## config.mk

```make
export PLATFORM = sky130hd
export DESIGN_NAME = key_mux_pipe
export DESIGN_NICKNAME = d
export VERILOG_FILES = /design/src/rtl/key_mux_pipe.sv
export SDC_FILE = /design/constraint.sdc
export NUM_CORES = 1
export LEC_CHECK = 0
export CORE_ASPECT_RATIO = 0.9
export CORE_UTILIZATION = 58
export CTS_BUF_LIST = sky130_fd_sc_hd__clkbuf_4 sky130_fd_sc_hd__clkbuf_8
export DETAILED_ROUTE_END_ITERATION = 7
export GPL_ROUTABILITY_DRIVEN = 0
export PLACE_DENSITY = 0.87
export SYNTH_ARGS = -nofsm -noshare
export SYNTH_HDL_FRONTEND = slang
export SYNTH_SLANG_ARGS = --single-unit
```

## constraint.sdc

```tcl
create_clock -name clk -period 6.2 [get_ports clk]
set_clock_uncertainty 0.15 [all_clocks]
set_input_delay 1.55 -clock clk [delete_from_list [all_inputs] [get_ports clk]]
set_output_delay 1.55 -clock clk [all_outputs]
set_load 0.02 [all_outputs]
```

## src/rtl/key_mux_pipe.sv

```systemverilog
// Programmable key->data lookup table with priority match and a single flow-controlled output register.
// Optional KEY_MUX_STATS_EN adds saturating hit/miss counters (hit_cnt, miss_cnt).
module key_mux_pipe #(
    parameter int NR_KEY      = 4,
    parameter int KEY_LEN     = 2,
    parameter int DATA_LEN    = 8,
    parameter int HAS_DEFAULT = 1
) (
    input  logic                      clk,
    input  logic                      rst_n,
    input  logic                      cfg_we,
    input  logic [$clog2(NR_KEY)-1:0] cfg_idx,
    input  logic [KEY_LEN-1:0]        cfg_key,
    input  logic [DATA_LEN-1:0]       cfg_data,
    input  logic                      cfg_clr,
    input  logic [DATA_LEN-1:0]       default_out,
    input  logic                      in_valid,
    output logic                      in_ready,
    input  logic [KEY_LEN-1:0]        in_key,
    output logic                      out_valid,
    input  logic                      out_ready,
    output logic [DATA_LEN-1:0]       out_data,
    output logic                      out_hit
`ifdef KEY_MUX_STATS_EN
    ,
    output logic [15:0]               hit_cnt,
    output logic [15:0]               miss_cnt
`endif
);

    localparam int IDX_W = $clog2(NR_KEY);

    // Miss result: the sampled default word, or zero when defaults are disabled.
    function automatic logic [DATA_LEN-1:0] miss_value(input logic [DATA_LEN-1:0] dflt);
        return (HAS_DEFAULT != 0) ? dflt : '0;
    endfunction

    logic [NR_KEY-1:0]   r_ent_vld;
    logic [KEY_LEN-1:0]  r_ent_key  [NR_KEY];
    logic [DATA_LEN-1:0] r_ent_data [NR_KEY];

    logic                w_accept;
    logic                w_hit_p0;
    logic [DATA_LEN-1:0] w_hit_data_p0;
    logic [DATA_LEN-1:0] w_res_data_p0;

    logic                r_vld_p1;
    logic [DATA_LEN-1:0] r_data_p1;
    logic                r_hit_p1;

    // Valid bits: a write in the same cycle as a clear survives the clear.
    // Out-of-range indices never match any i, so such writes are dropped.
    always_ff @(posedge clk or negedge rst_n) begin
        if (!rst_n) begin
            r_ent_vld <= '0;
        end else begin
            for (int i = 0; i < NR_KEY; i++) begin
                if (cfg_we && (cfg_idx == IDX_W'(i))) begin
                    r_ent_vld[i] <= 1'b1;
                end else if (cfg_clr) begin
                    r_ent_vld[i] <= 1'b0;
                end
            end
        end
    end

    always_ff @(posedge clk) begin
        for (int i = 0; i < NR_KEY; i++) begin
            if (cfg_we && (cfg_idx == IDX_W'(i))) begin
                r_ent_key[i]  <= cfg_key;
                r_ent_data[i] <= cfg_data;
            end
        end
    end

    // ---- p0: lookup against the pre-write table ----
    always_comb begin
        w_hit_p0      = 1'b0;
        w_hit_data_p0 = '0;
        // Scan high to low so the lowest matching index is the final assignment.
        for (int i = NR_KEY - 1; i >= 0; i--) begin
            if (r_ent_vld[i] && (r_ent_key[i] == in_key)) begin
                w_hit_p0      = 1'b1;
                w_hit_data_p0 = r_ent_data[i];
            end
        end
    end

    assign w_res_data_p0 = w_hit_p0 ? w_hit_data_p0 : miss_value(default_out);

    assign in_ready = !r_vld_p1 || out_ready;
    assign w_accept = in_valid && in_ready;

    // ---- p1: output register, held while the consumer stalls ----
    always_ff @(posedge clk or negedge rst_n) begin
        if (!rst_n) begin
            r_vld_p1  <= 1'b0;
            r_data_p1 <= '0;
            r_hit_p1  <= 1'b0;
        end else if (w_accept) begin
            r_vld_p1  <= 1'b1;
            r_data_p1 <= w_res_data_p0;
            r_hit_p1  <= w_hit_p0;
        end else if (out_ready) begin
            r_vld_p1  <= 1'b0;
        end
    end

    assign out_valid = r_vld_p1;
    assign out_data  = r_data_p1;
    assign out_hit   = r_hit_p1;

`ifdef KEY_MUX_STATS_EN
    function automatic logic [15:0] sat_inc(input logic [15:0] v);
        return (v == 16'hFFFF) ? v : v + 16'd1;
    endfunction

    logic [15:0] r_hit_cnt;
    logic [15:0] r_miss_cnt;

    // Clear takes precedence over a lookup counted in the same cycle.
    always_ff @(posedge clk or negedge rst_n) begin
        if (!rst_n) begin
            r_hit_cnt  <= '0;
            r_miss_cnt <= '0;
        end else if (cfg_clr) begin
            r_hit_cnt  <= '0;
            r_miss_cnt <= '0;
        end else if (w_accept) begin
            if (w_hit_p0) begin
                r_hit_cnt  <= sat_inc(r_hit_cnt);
            end else begin
                r_miss_cnt <= sat_inc(r_miss_cnt);
            end
        end
    end

    assign hit_cnt  = r_hit_cnt;
    assign miss_cnt = r_miss_cnt;
`endif

endmodule

```

==> impl_table.tex <==
\begin{tabular}{lr}
\hline
Metric & Value \\
\hline
\multicolumn{2}{l}{\textbf{Status}} \\
Status & completed \\
\multicolumn{2}{l}{\textbf{Floorplanning}} \\
Initial cell density of the core & 60.6\% \\
Core box area & 3700 um\^{}2 \\
Vertical die dimension & 61 um \\
Die Width & 67.6 um \\
\# rows & 21 \\
Total Die Area & 4120 um\^{}2 \\
Top-level port count & 39 \\
\multicolumn{2}{l}{\textbf{Timing}} \\
Slew Limit Fails & 0 \\
Total negative slack for setup checks & 0 ps \\
Highest attainable clock frequency & 224 MHz \\
Final period utilization & 71.8\% \\
Final worst setup slack & 1750 ps \\
Setup repair after global routing missed its margin & false \\
Transition time of the tightest slew-check pin & 990 ps \\
Count of final hold-check violations & 0 \\
Final Critical Period & between 4000 and 5000 ps \\
Endpoints failing setup & 0 \\
Headroom to the max-slew limit & 33.8\% \\
Worst hold slack across all endpoints & 347 ps \\
\multicolumn{2}{l}{\textbf{Final layout}} \\
Diodes inserted & 0 \\
Layout Nets & 218 \\
Number of filler instances in the final layout & 222 \\
Area of the multi-input gates & 624 um\^{}2 \\
Post-route core utilization & 74.2\% \\
Share of cells above drive strength 1 & 15.2\% \\
Sequential cell area & 1550 um\^{}2 \\
P\&R area growth vs syn & 22.6\% \\
\multicolumn{2}{l}{\textbf{Power}} \\
P\_int & 0.000555 W \\
Clock share of power & 26.7\% \\
Portion of total power attributed to combinational logic & roughly 15\% \\
Power density relative to cell area & 268 nW/um\^{}2 \\
Sequential share of power & 58.1\% \\
Peak supply drop & roughly 0.16 mV \\
Leakage & between 1 and 1.5 nW \\
Net switching component of the power & 0.000183 W \\
Switching share of power & 24.8\% \\
\multicolumn{2}{l}{\textbf{Worst setup path}} \\
Critical path's top delay family & buffers and inverters \\
Worst setup path class & input port to output port \\
Setup slack, reg-to-reg & 3970 ps \\
Worst Path Buf+Inv & 2 \\
Crit end category & output port \\
Critical Path Fanout Max & 3 \\
Top cell by count, worst path & clkdlybuf4s50\_1 \\
Critical path's slowest cell & clkdlybuf4s50\_1 \\
Worst Setup Start Kind & input port \\
Crit path arrival time & 2750 ps \\
Required time at the endpoint of the critical path & about 4500 ps \\
Sequence of cells on the critical path & clkdlybuf4s50\_1 -> nand2b\_1 -> clkdlybuf4s50\_1 \\
Stage delay of the slowest cell on the critical path & 620 ps \\
\multicolumn{2}{l}{\textbf{Route}} \\
Count of nets left with antenna violations after detail routing & 0 \\
Final WL & between 4000 and 5000 um \\
Number of iterations in the first detailed-routing pass & 4 \\
Vias per inst & 5.93 \\
Average detailed-routed wire length per instance & 18.9 um \\
Number of remaining DRC errors & 0 \\
Number of DRC violations after detailed-routing iteration 0 & 110 \\
Count of vias placed by the detailed router & 1406 \\
\multicolumn{2}{l}{\textbf{CTS}} \\
Post CTS Setup Buffer Count & 0 \\
Skew-Pair Late Insertion Delay & about 310 ps \\
Clock tree root buffer cell & clkbuf\_8 \\
Total number of H-tree levels & 2 \\
Clock sinks & 54 \\
Hold buffers post-CTS & 0 \\
Cts repair resizes & 0 \\
TritonCTS clock tree & yes \\
Number of buffers created by CTS & 5 \\
Worst-path clk slew & 100 ps \\
Maximum buffer depth of the clock tree & 2 \\
\multicolumn{2}{l}{\textbf{Synthesis}} \\
Mean post-synth cell area & $\sim$15 um\^{}2 \\
Seq cells post-synth & 54 \\
Post-Syn Nets & $\sim$180 \\
Number of different library cells in the post-synthesis netlist & 28 \\
Cell count after synthesis & between 100 and 150 \\
Cell area after technology mapping & 2240 um\^{}2 \\
Async set-or-reset flop fraction in the synthesized netlist & around 26\% \\
Number of synthesized flops with an enable pin & 40 \\
Yosys warning total & 0 \\
Sequential area share after synthesis & 69.2\% \\
Most used flip-flop cell after synthesis & edfxtp\_1 \\
\multicolumn{2}{l}{\textbf{Hold path}} \\
Hold Path Class & flop to flop \\
\multicolumn{2}{l}{\textbf{Global route}} \\
Initial antenna violation count & 0 \\
Overall global routing resource usage & between 20\% and 30\% \\
Total gr overflow & 0 \\
Largest net degree at the start of global routing & 18 \\
Via count of the first global-routing pass & approximately 1400 \\
First-pass GRT wire length & 6820 um \\
\multicolumn{2}{l}{\textbf{Placed design}} \\
Buffers added on ports & 38 \\
Placed wire-length estimate & between 3000 and 4000 um \\
Minimum setup slack after placement & 1730 ps \\
\multicolumn{2}{l}{\textbf{Job}} \\
Number of max-cap violations & 0 \\
\hline
\end{tabular}
-- worst min-delay path, stage by stage, from the launching register on --
cell and delay, ps:
dfrtp_1 360, nand2_1 50, o221ai_1 60
-- cell usage after synthesis (all sizes together) (3+ instances only) --
| cell | count | area [um^2] |
|---|---|---|
| edfxtp | 40 | 1200 |
| and3 | 19 | 129 |
| dfrtp | 14 | 350 |
| nand2 | 10 | 37.5 |
| inv | 9 | 33.8 |
| a2111oi | 8 | 120 |
| o21ai | 8 | 40.0 |
| o221ai | 8 | 70.1 |
| xnor2 | 6 | 52.6 |
| a21o | 4 | 30.0 |
| nand3 | 4 | 32.5 |
| buf | 3 | 21.3 |
-- path summary, 6_finish.rpt --
| path | from | cells past startpoint | to |
|---|---|---|---|
| max | out_ready | 3 | in_ready |
| min | out_data[7] | 2 | out_data[7] |
| max reg2reg | r_ent_vld[1] | 5 | out_data[5] |
| min reg2reg | out_data[7] | 2 | out_data[7] |
| max in group asynchronous | rst_n | 1 | out_data[4] |
| min in group asynchronous | rst_n | 1 | out_data[3] |
-- state kept, by name, indices dropped and copies added, names as in the netlist --
signal / flops
r_ent_vld: 4
out_hit: 1
out_valid: 1
out_data: 8
r_ent_data: 32
r_ent_key: 8
-- cell families (layout without fill, tap and decap cells) --
kind of cell / after synthesis / after routing / share of synthesized area (%)
AOI/OAI and AO/OA: 30 / 30 / 12.6
xor gates and xnor gates: 8 / 8 / 3.12
buffers and inverters: 15 / 57 / 3.01
DFF: 54 / 54 / 69.2
and+or+nand+nor: 42 / 42 / 12.1
-- power by group through the flow --
| stage | registers [W] | logic [W] | clock network, W |
|---|---|---|---|
| 2_1_floorplan | 0.000447 | 0.0000424 | 0 |
| 3_3_place_gp | 0.000435 | 0.000108 | 0 |
| 3_5_place_dp | 0.000436 | 0.000112 | 0 |
| 4_1_cts | 0.000428 | 0.000112 | 0.000195 |
| 5_1_grt | 0.000431 | 0.000121 | 0.000210 |
| 6_report | 0.000429 | 0.000112 | 0.000197 |
-- layer usage --
| metal | track usage (%) | share of wire, % |
|---|---|---|
| met1 | 28.2 | 41 |
| met2 | 43.3 | 52 |
| met3 | 5.83 | 5.2 |
| met4 | 8.81 | 1.5 |
| met5 | 0 | 0 |
-- metrics by stage --
stage / instances / area (um^2) / power (W)
4_1_cts: 237 / 2750 / 0.000736
3_5_place_dp: 229 / 2660 / 0.000548
2_1_floorplan: 149 / 2240 / 0.000489
5_1_grt: 237 / 2750 / 0.000762
6_report: 237 / 2750 / 0.000738
3_3_place_gp: 229 / 2660 / 0.000543
-- layout make-up --
class                      instances  area share, %
clock buffer                       6           2.78
clock inverter                     2          0.546
inverter                          10           1.36
multi-input combinational         80           22.7
sequential                        54           56.4
tap                               46           2.09
timing repair buffer              39           14.1
-- placed cells by master, fill, tap and decap left out, drive strengths merged --
cell	netlist	routed
dfrtp	14	14
clkdlybuf4s50	0	38
clkinv	1	1
a41oi	1	1
buf	3	1
xnor2	6	6
xor2	2	2
a2111oi	8	8
nand2	10	10
nor2	2	2
o21ai	8	8
nand3	4	4
clkinvlp	0	2
and3b	1	1
edfxtp	40	40
o22ai	1	1
nand2b	2	2
a21o	4	4
or3	2	2
and3	19	19
inv	9	9
nor3b	2	2
o221ai	8	8
clkbuf	2	6
Power figures use the tool's default switching activity.
